===== config.mk =====
export PLATFORM = sky130hd
export DESIGN_NAME = seg_scan_driver
export DESIGN_NICKNAME = d
export VERILOG_FILES = /design/src/rtl/seg_scan_driver_pkg.sv /design/src/rtl/seg_scan_driver_seg7_hex_decode.sv /design/src/rtl/seg_scan_driver.sv
export SDC_FILE = /design/constraint.sdc
export NUM_CORES = 1
export LEC_CHECK = 0
export ABC_AREA = 1
export ABC_CLOCK_PERIOD_IN_PS = 4800
export CORE_UTILIZATION = 40
export DETAILED_ROUTE_END_ITERATION = 10
export MAX_ROUTING_LAYER = met4
export PLACE_DENSITY = 0.66
export SYNTH_ARGS = -nofsm -noshare
export SYNTH_HDL_FRONTEND = slang
export SYNTH_HIERARCHICAL = 1
export SYNTH_SLANG_ARGS = --single-unit

===== constraint.sdc =====
create_clock -name clk -period 4.8 [get_ports clk]
set_input_delay 0.48 -clock clk [delete_from_list [all_inputs] [get_ports clk]]
set_output_delay 0.48 -clock clk [all_outputs]
set_load 0.05 [all_outputs]

===== src/rtl/seg_scan_driver_pkg.sv =====
// Shared constants for the 4-digit multiplexed seven-segment driver:
// active-low segment patterns for hex digits and the "all off" codes.
package seg_scan_driver_pkg;

  // Slot index: 0 drives the rightmost digit, 3 the leftmost.
  typedef logic [1:0] slot_t;

  // Segment code with every segment dark (segments are active-low).
  localparam logic [6:0] SEG_BLANK = 7'b1111111;

  // Anode code with every digit dark (anodes are active-low).
  localparam logic [3:0] AN_OFF = 4'b1111;

  // Hex-to-segment table, {g,f,e,d,c,b,a}, active-low, indexed by digit value.
  localparam logic [6:0] HEX_SEG [16] = '{
    7'b1000000,  // 0
    7'b1111001,  // 1
    7'b0100100,  // 2
    7'b0110000,  // 3
    7'b0011001,  // 4
    7'b0010010,  // 5
    7'b0000010,  // 6
    7'b1111000,  // 7
    7'b0000000,  // 8
    7'b0010000,  // 9
    7'b0001000,  // A
    7'b0000011,  // b
    7'b1000110,  // C
    7'b0100001,  // d
    7'b0000110,  // E
    7'b0001110   // F
  };

endpackage


===== src/rtl/seg_scan_driver_seg7_hex_decode.sv =====
// Combinational hex digit to active-low seven-segment pattern decoder.
module seg7_hex_decode
  import seg_scan_driver_pkg::*;
(
  input  logic [3:0] hex,
  output logic [6:0] seg
);

  // Straight table lookup; every 4-bit value has a defined pattern.
  always_comb begin
    seg = HEX_SEG[hex];
  end

endmodule


===== src/rtl/seg_scan_driver.sv =====
// Time-multiplexed 4-digit seven-segment driver with per-scan input
// snapshot, leading-zero blanking, decimal points and whole-display blink.
// All display outputs come straight from flops, so a slot change moves the
// single low anode in one edge and never shows two digits lit at once.
module seg_scan_driver
  import seg_scan_driver_pkg::*;
#(
  parameter int CNT_MAX     = 100000,
  parameter int BLINK_SCANS = 128
) (
  input  logic       clk,
  input  logic       clr,
  input  logic [3:0] dig1,
  input  logic [3:0] dig2,
  input  logic [3:0] dig3,
  input  logic [3:0] dig4,
  input  logic [3:0] dp_in,
  input  logic       blank_lz,
  input  logic       blink,
  output logic [3:0] an,
  output logic [6:0] seg,
  output logic       dp
);

  localparam int PW = $clog2(CNT_MAX);
  localparam int SW = $clog2(BLINK_SCANS + 1);
  localparam logic [PW-1:0] PRESC_LAST = PW'(CNT_MAX - 1);
  localparam logic [SW-1:0] SCAN_LAST  = SW'(BLINK_SCANS - 1);

  // Scan timing state.
  logic [PW-1:0] presc_r;
  slot_t         slot_r;
  logic [SW-1:0] scan_r;
  logic          phase_r;

  // Snapshot of the inputs, taken once per full scan; index 0 = dig4.
  logic [3:0][3:0] sh_dig_r;
  logic [3:0]      sh_dp_r;
  logic            sh_blz_r;
  logic            sh_blink_r;

  // Snapshot as seen by this cycle's output computation.
  logic            load_s;
  logic [3:0][3:0] eff_dig_s;
  logic [3:0]      eff_dp_s;
  logic            eff_blz_s;
  logic            eff_blink_s;

  logic [3:0] cur_dig_s;
  logic [6:0] dec_seg_s;
  logic       lz_s;
  logic [3:0] an_s;
  logic [6:0] seg_s;
  logic       dp_s;

  logic [3:0] an_r;
  logic [6:0] seg_r;
  logic       dp_r;

  // The snapshot is refreshed at the start of every scan (slot 0, count 0).
  assign load_s = (presc_r == '0) && (slot_r == 2'd0);

  // Prescaler, slot, and blink phase counters; all wrap silently.
  always_ff @(posedge clk) begin
    if (clr) begin
      presc_r <= '0;
      slot_r  <= 2'd0;
      scan_r  <= '0;
      phase_r <= 1'b0;
    end else if (presc_r == PRESC_LAST) begin
      presc_r <= '0;
      slot_r  <= slot_r + 2'd1;
      if (slot_r == 2'd3) begin
        if (scan_r == SCAN_LAST) begin
          scan_r  <= '0;
          phase_r <= ~phase_r;
        end else begin
          scan_r <= scan_r + SW'(1);
        end
      end
    end else begin
      presc_r <= presc_r + PW'(1);
    end
  end

  // Shadow registers: capture all display inputs at the start of each scan.
  always_ff @(posedge clk) begin
    if (clr) begin
      sh_dig_r   <= '0;
      sh_dp_r    <= 4'b0000;
      sh_blz_r   <= 1'b0;
      sh_blink_r <= 1'b0;
    end else if (load_s) begin
      sh_dig_r   <= {dig1, dig2, dig3, dig4};
      sh_dp_r    <= dp_in;
      sh_blz_r   <= blank_lz;
      sh_blink_r <= blink;
    end
  end

  // On the load cycle use the incoming values so the whole scan, including
  // its first slot-0 output, comes from a single consistent snapshot.
  always_comb begin
    if (load_s) begin
      eff_dig_s   = {dig1, dig2, dig3, dig4};
      eff_dp_s    = dp_in;
      eff_blz_s   = blank_lz;
      eff_blink_s = blink;
    end else begin
      eff_dig_s   = sh_dig_r;
      eff_dp_s    = sh_dp_r;
      eff_blz_s   = sh_blz_r;
      eff_blink_s = sh_blink_r;
    end
  end

  assign cur_dig_s = eff_dig_s[slot_r];

  seg7_hex_decode u_dec (
    .hex (cur_dig_s),
    .seg (dec_seg_s)
  );

  // A digit is a leading zero when it and every digit to its left are zero;
  // the rightmost digit is always shown.
  always_comb begin
    lz_s = 1'b0;
    case (slot_r)
      2'd3:    lz_s = (eff_dig_s[3] == 4'd0);
      2'd2:    lz_s = (eff_dig_s[3] == 4'd0) && (eff_dig_s[2] == 4'd0);
      2'd1:    lz_s = (eff_dig_s[3] == 4'd0) && (eff_dig_s[2] == 4'd0) &&
                      (eff_dig_s[1] == 4'd0);
      2'd0:    lz_s = 1'b0;
      default: lz_s = 1'b0;
    endcase
  end

  // Next display values: one anode low unless the blink off-phase darkens all.
  always_comb begin
    an_s         = AN_OFF;
    an_s[slot_r] = 1'b0;
    if (eff_blink_s && phase_r) begin
      an_s = AN_OFF;
    end else begin
      an_s = an_s;
    end
    if (eff_blz_s && lz_s) begin
      seg_s = SEG_BLANK;
    end else begin
      seg_s = dec_seg_s;
    end
    dp_s = ~eff_dp_s[slot_r];
  end

  // Output registers; reset forces the whole display dark.
  always_ff @(posedge clk) begin
    if (clr) begin
      an_r  <= AN_OFF;
      seg_r <= SEG_BLANK;
      dp_r  <= 1'b1;
    end else begin
      an_r  <= an_s;
      seg_r <= seg_s;
      dp_r  <= dp_s;
    end
  end

  assign an  = an_r;
  assign seg = seg_r;
  assign dp  = dp_r;

endmodule

**Word level (Yosys, flattened, before mapping)**

Memories as Yosys holds them, arrays and structs flattened. A register that Yosys moved wholly into a read port is not among the register bits.
Cells that the tools add are included.

- Memories kept: 1
- Input bits: 24
- Output and inout bits: 12
- Memory bits (read-only): 112
- Word-level logic and storage cells: 56
- Flip-flop bits (word level): 55

- Multiplexer cells: 12
- Order comparisons: 2
- Reduce and logical (&&, ||, !) cells: 16
- Eq/ne operators: 5
- Bitwise gates (word level): 4
- Add/subtract/negate cells: 3

Memory list:

| memory | words | bits a word | rd ports | clocked after memory_dff | write ports | RTL line | text |
|---|---|---|---|---|---|---|---|
| (name not given) | 16 | 7 | 1 | 1 | 0 | seg_scan_driver_seg7_hex_decode.sv:11 | `seg = HEX_SEG[hex];` |

Operators by type and width:

| cell | count |
|---|---|
| 17-bit by 1-bit adder with 17-bit output, second input constant | 1 |
| 17-bit equality test, second input constant | 1 |
| 17-bit zero test | 1 |
| 16-bit 2-to-1 mux | 1 |
| 4-bit zero test | 3 |
| 8-bit by 1-bit adder with 8-bit output, second input constant | 1 |
| 4-bit binary-select mux with 2-bit select | 1 |
| 8-bit by 7-bit equality test with 1-bit output, second input constant | 1 |
| 4-bit 2-to-1 mux | 2 |
| 8-bit 2-to-1 mux | 1 |
| 1-bit logical AND | 6 |
| 2-bit OR reduction | 3 |
| 4-bit inverter with 5-bit output | 1 |
| 2-bit equality test, second input constant | 2 |
| 1-bit 2-to-1 mux | 4 |
| 4-bit inverter | 1 |
| 1-bit one-hot mux with 4 select lines | 1 |
| 2-bit by 3-bit < comparator with 1-bit output, second input constant | 1 |
| 3-bit AND reduction | 1 |
| 2-bit by 1-bit adder with 2-bit output, second input constant | 1 |
| 1-bit binary-select mux with 2-bit select | 1 |
| 1-bit demux with 2-bit select | 1 |
| 2-bit by 1-bit equality test with 1-bit output, second input constant | 1 |
| 2-bit by 1-bit greater-or-equal comparator with 1-bit output, second input constant | 1 |
| 3 further kinds | 4 |

**Longest topological paths before layout**

- Depth after elaboration: 9
- Depth in mapped cells: 20
- Depth with buffers taken out: 18

**Modules after synthesis**

The synthesis kept the hierarchy.

By module, submodules not included:

| module | cells an instance | instances | area an instance (µm²) | seq. area each (µm²) |
|---|---|---|---|---|
| seg_scan_driver | 377 | 1 | 2,880.3 | 1,241.2 |
| seg7_hex_decode | 49 | 1 | 274.0 | 0.0 |

**Worst setup path after synthesis**

No wires, ideal clock.

- Path kind: reg2reg
- Start point: register slot_r[0]
- End point: register seg_r[3] (netlist: seg[3])
- Stages on the path, launching flop included: 20
- Setup slack: 1,733 ps
- Setup time: 133 ps
- Data required time: 4,667 ps
- Period minus slack after synthesis: 3,067 ps
- Arrival time: 2,933 ps
- Cells stage by stage: dfxtp_1 > inv_1 > clkbuf_1 > ha_1 > nand3_2 > nor2_4 > nand3_4 > buf_6 > buf_6 > mux2i_1 > nand2_1 > o21ai_1 > o21ai_1 > inv_1 > ha_1 > nand2_1 > nand3_1 > nand2_1 > inv_1 > nand3_1

- Elaborated cells between the ends (all ways): 18
- Those cells by class: eq/ne: 3; mux: 5; bitwise: 1; reduce/logical: 9

RTL lines:

| element | RTL line | text |
|---|---|---|
| start: declaration | seg_scan_driver.sv:32 | `slot_t slot_r;` |
| start signal: assignment | seg_scan_driver.sv:72 | `slot_r <= slot_r + 2'd1;` |
| 2-bit zero test | seg_scan_driver.sv:61 | `assign load_s = (presc_r == '0) && (slot_r == 2'd0);` |
| 1-bit logical AND | seg_scan_driver.sv:61 |  |
| 16-bit 2-to-1 mux | n/a |  |
| 4-bit binary-select mux with 2-bit select * | seg_scan_driver.sv:117 | `assign cur_dig_s = eff_dig_s[slot_r];` |
| 4-bit 2-to-1 mux (implied by the code) * | seg_scan_driver.sv:117 |  |
| via cur_dig_s[1] | seg_scan_driver.sv:49 | `logic [3:0] cur_dig_s;` |
| 4-bit inverter with 5-bit output (implied by the code) * | seg_scan_driver_seg7_hex_decode.sv:11 |  |
| end: declaration | seg_scan_driver.sv:57 | `logic [6:0] seg_r;` |

The timed path passes the listed nets; every way through them passes the cells marked *. The select of a mux whose other input is x is not followed.
A chain may end at the register's enable or synchronous reset.

**Worst setup path after layout**

Same ends and word-level chain as after synthesis.

==> PnR_summary.wiki <==
{| class="wikitable"
! Metric !! Value
|-
| Final routed wire length divided by cell count || 11.7 um
|-
| Actual transition at the worst max-transition pin || 718 ps
|-
| Floorplan die width || 90.8 um
|-
| Relative slew slack || 51.7%
|-
| Register area || 1240 sq um
|-
| Post-synthesis average cell area || 7.40 sq um
|-
| FP Rows || 32
|-
| Multi-input gate area in the final layout || 1630 sq um
|-
| Met1 usage || 21.7%
|-
| Quantity of hold-fixing buffers added after cts || 0
|-
| Critical setup path kind || reg2reg
|-
| FILL cells || 797
|-
| Relative contribution of combinational cells to total power || 19.1%
|-
| Sort of element at the start of the critical path || flip-flop
|-
| Global-route congestion overflow total || 0
|-
| Y dimension of the die || 90.8 um
|-
| Met2 track demand over resource in global routing || 27.9%
|-
| Cell area after synthesis || 3150 sq um
|-
| Sum of internal, switching and leakage power || 0.00125 W
|-
| Fraction of layout cells with a size suffix above 1 || 9.64%
|-
| Die area || 8240 sq um
|-
| Worst ir drop on vdd || 0.000191 V
|-
| Cells resized by post-CTS repair || 0
|-
| Arrival time worst endpoint || 3630 ps
|-
| Detailed-placement wirelength estimate || 4730 um
|-
| Area delta synth->final || 19.3%
|-
| Synthesized instance count || 426
|-
| Final setup violation count || 0
|-
| Count of port buffers added during placement || 35
|-
| Maximum clock path buffer count || 2
|-
| Setup repair after global routing missed its margin || false
|-
| Highest fanout seen on the critical path || 30
|-
| Cell types with the largest area share after synthesis || sky130_fd_sc_hd__dfxtp_1, sky130_fd_sc_hd__nand2_1, sky130_fd_sc_hd__nor2_1, sky130_fd_sc_hd__ha_1, sky130_fd_sc_hd__inv_1
|-
| R2r endpoint || seg[3]
|-
| TritonCTS clock tree || yes
|-
| Total length of routed wires || 6630 um
|-
| Number of nets in the synthesized netlist || 465
|-
| Num CTS Buffers || 9
|-
| Antenna violations before repair || 0
|-
| Design internal power || 0.000876 W
|-
| Placement Setup Slack || 1420 ps
|-
| Leak Pwr || 1.61 nW
|-
| Data required, critical path || 5020 ps
|-
| Async set-or-reset flop fraction in the synthesized netlist || 0%
|-
| Setup slack of the worst register-to-register path || 1390 ps
|-
| Worst Clk Skew || 11.5 ps
|-
| I/O pin cnt || 36
|-
| Part of the Yosys area used for sequential elements || 39.3%
|-
| Worst R2R Path Depth || 16
|-
| Wire length of the first global-routing pass || 11400 um
|-
| Startpoint of the worst setup timing path || slot_r[0]
|-
| Buffers inserted by post-CTS timing repair || 0
|-
| Most used DFF post-synth || sky130_fd_sc_hd__dfxtp_1
|-
| Number of levels the H-tree was split into || 3
|-
| Share of the synthesized area in the top cell type || 39.3%
|-
| Period Utilization, post-route || 71.0%
|-
| Global routing's busiest layer || met2
|-
| Area of the core || 7690 sq um
|-
| Startpoint of the worst register-to-register path || slot_r[0]
|-
| Initial core utilization || 41.0%
|-
| Capturing element type of the critical path || flip-flop
|-
| Total of flip-flops plus latches after synthesis || 62
|-
| Count leader, synth || sky130_fd_sc_hd__nand2_1
|-
| Netlist cell types || 34
|-
| Detail-routed via count per cell || 4.78
|-
| Cell taking the most area after synthesis || sky130_fd_sc_hd__dfxtp_1
|-
| Sw Ratio || 30.1%
|-
| Critical path capture point || seg[3]
|-
| Router iterations before antenna repair || 4
|-
| Clock power frac || 36.8%
|-
| Status || finished, final reports clean
|-
| Final weighted congestion in routability-driven placement || 0.870
|-
| Initial detailed-routing violation count || 75
|-
| Number of slew-limit violations in the final report || 0
|-
| Clk root buf || sky130_fd_sc_hd__clkbuf_8
|-
| Max Cap Violations || 0
|-
| Number of enable-type register cells in the synthesized netlist || 0
|-
| Largest net degree at the start of global routing || 31
|-
| Post-route DRC violation count || 0
|-
| Final net count || 501
|-
| Min-delay worst type || reg2reg
|-
| Net Sw Power || 0.000377 W
|-
| Met3 GRT Util || 4.38%
|-
| Cell area reported after detailed placement || 3570 sq um
|-
| Final Hold Vio Count || 0
|-
| Slack of the critical path || 1390 ps
|-
| Top cells by count, synth || sky130_fd_sc_hd__nand2_1, sky130_fd_sc_hd__dfxtp_1, sky130_fd_sc_hd__nor2_1, sky130_fd_sc_hd__inv_1
|-
| Latest clock arrival within the worst-skew pair || 350 ps
|-
| Achievable frequency || 294 MHz
|-
| Antenna Cells || 0
|-
| Final total negative setup slack || 0 ps
|-
| Sequential Power Share || 44.1%
|-
| Post-layout minimum cycle time || 3410 ps
|-
| Number of nets with antenna violations after detailed routing || 0
|-
| Yosys warning total || 6
|-
| Global router's overall resource usage || 17.7%
|-
| Num Clock Sinks || 62
|-
| Clock input transition at the sequential cells of the worst setup and hold paths || 80 ps
|-
| Pwr dens || 333 nW/um^2
|-
| Fin area || 3760 sq um
|-
| Number of global-route vias before repair || 2521
|-
| Overall via count from detail_route || 2718
|}
[kinds of logic (layout without fill, tap and decap cells)]
| logic type | Yosys count | count (layout) | synth area share, % |
|---|---|---|---|
| buffers and inverters | 67 | 108 | 9.00 |
| XOR/XNOR | 6 | 6 | 1.67 |
| adder cells (fa/ha/maj) | 15 | 15 | 5.95 |
| flip-flops | 62 | 62 | 39.3 |
| AO/OA/AOI/OAI | 60 | 60 | 10.7 |
| AND/OR/NAND/NOR | 206 | 206 | 30.1 |
| multiplexers | 10 | 10 | 3.17 |
[state kept, by name, indices dropped and copies added (netlist names)]
| signal | count |
|---|---|
| presc_r | 17 |
| sh_dig_r | 16 |
| scan_r | 8 |
| seg | 7 |
| an | 4 |
| sh_dp_r | 4 |
| slot_r | 2 |
| dp | 1 |
| phase_r | 1 |
| sh_blink_r | 1 |
| sh_blz_r | 1 |
[layer usage]
layer / routed length [um] / up-vias
met5: 0 / -
met4: 144 / 0
met3: 248 / 13
met2: 3050 / 57
met1: 3180 / 1197
li1: - / 1451
[power by group through the flow]
stage               sequential [W]  clock (W)  combinational (W)
detailed placement        0.000565          0           0.000239
finish                    0.000553   0.000461           0.000239
floorplan                 0.000603          0           0.000144
global route              0.000556   0.000500           0.000268
global placement          0.000564          0           0.000238
CTS                       0.000553   0.000472           0.000240
[worst max-delay path, stage by stage (launching register included)]
cell                      delay, ps
sky130_fd_sc_hd__dfxtp_1        410
sky130_fd_sc_hd__inv_1          420
sky130_fd_sc_hd__ha_1           280
sky130_fd_sc_hd__nand3_2        100
sky130_fd_sc_hd__nor2_4         170
sky130_fd_sc_hd__nand3_4        330
sky130_fd_sc_hd__mux2i_1        230
sky130_fd_sc_hd__nand2_1         80
sky130_fd_sc_hd__o21ai_1         70
sky130_fd_sc_hd__o21ai_1        360
sky130_fd_sc_hd__inv_1          190
sky130_fd_sc_hd__ha_1           330
sky130_fd_sc_hd__nand2_1         60
sky130_fd_sc_hd__nand3_1         90
sky130_fd_sc_hd__nand2_1         50
sky130_fd_sc_hd__inv_1           40
sky130_fd_sc_hd__nand3_1         60
[layout by cell type, fill, tap and decap left out, types with 2 or more instances in the layout]
master	n
sky130_fd_sc_hd__nor2_4	4
sky130_fd_sc_hd__nand3_2	3
sky130_fd_sc_hd__nand2_2	2
sky130_fd_sc_hd__clkinv_2	2
sky130_fd_sc_hd__nor4_1	4
sky130_fd_sc_hd__o21ai_2	2
sky130_fd_sc_hd__mux2i_1	10
sky130_fd_sc_hd__a21o_1	2
sky130_fd_sc_hd__xor2_1	5
sky130_fd_sc_hd__clkdlybuf4s50_1	35
sky130_fd_sc_hd__clkbuf_8	9
sky130_fd_sc_hd__o21ai_1	11
sky130_fd_sc_hd__inv_1	45
sky130_fd_sc_hd__nor3_2	2
sky130_fd_sc_hd__a211oi_2	2
sky130_fd_sc_hd__a21oi_1	29
sky130_fd_sc_hd__nand3_1	29
sky130_fd_sc_hd__nand4_1	9
sky130_fd_sc_hd__o21a_1	2
sky130_fd_sc_hd__nand2_1	80
sky130_fd_sc_hd__nor3_1	7
sky130_fd_sc_hd__nor2_1	59
sky130_fd_sc_hd__dfxtp_1	62
sky130_fd_sc_hd__nor3b_1	4
sky130_fd_sc_hd__ha_1	15
sky130_fd_sc_hd__inv_2	10
sky130_fd_sc_hd__clkinv_4	2
sky130_fd_sc_hd__o21ai_0	10
[worst min path at each step]
stage	start	to	slack, ps	cells past startpoint
after global routing	presc_r[0]	presc_r[0]	500	1
after floorplan	presc_r[0]	presc_r[0]	430	1
after CTS	presc_r[0]	presc_r[0]	470	1
after detailed placement	presc_r[0]	presc_r[0]	450	1
final	presc_r[0]	presc_r[0]	460	1
after global placement	presc_r[0]	presc_r[0]	440	1
[per-stage QoR]
step / hold slack (ps) / instances / utilization [%]
floorplan: 430 / 426 / -
global placement: 441 / 553 / 46.4
detailed placement: 447 / 553 / 46.4
CTS: 465 / 569 / 49.0
global route: 502 / 569 / 49.0
finish: 459 / 569 / 49.0
[area by class of cell]
type                            count  area share [%]
Clock inverter                      7            1.96
Timing Repair Buffer               36            9.51
Multi-Input combinational cell    297            43.3
Tap cell                          102            3.39
Inverter                           56            5.59
Sequential cell                    62            33.0
Clock buffer                        9            3.29
Note: power is estimated with default switching activity, not from simulation.
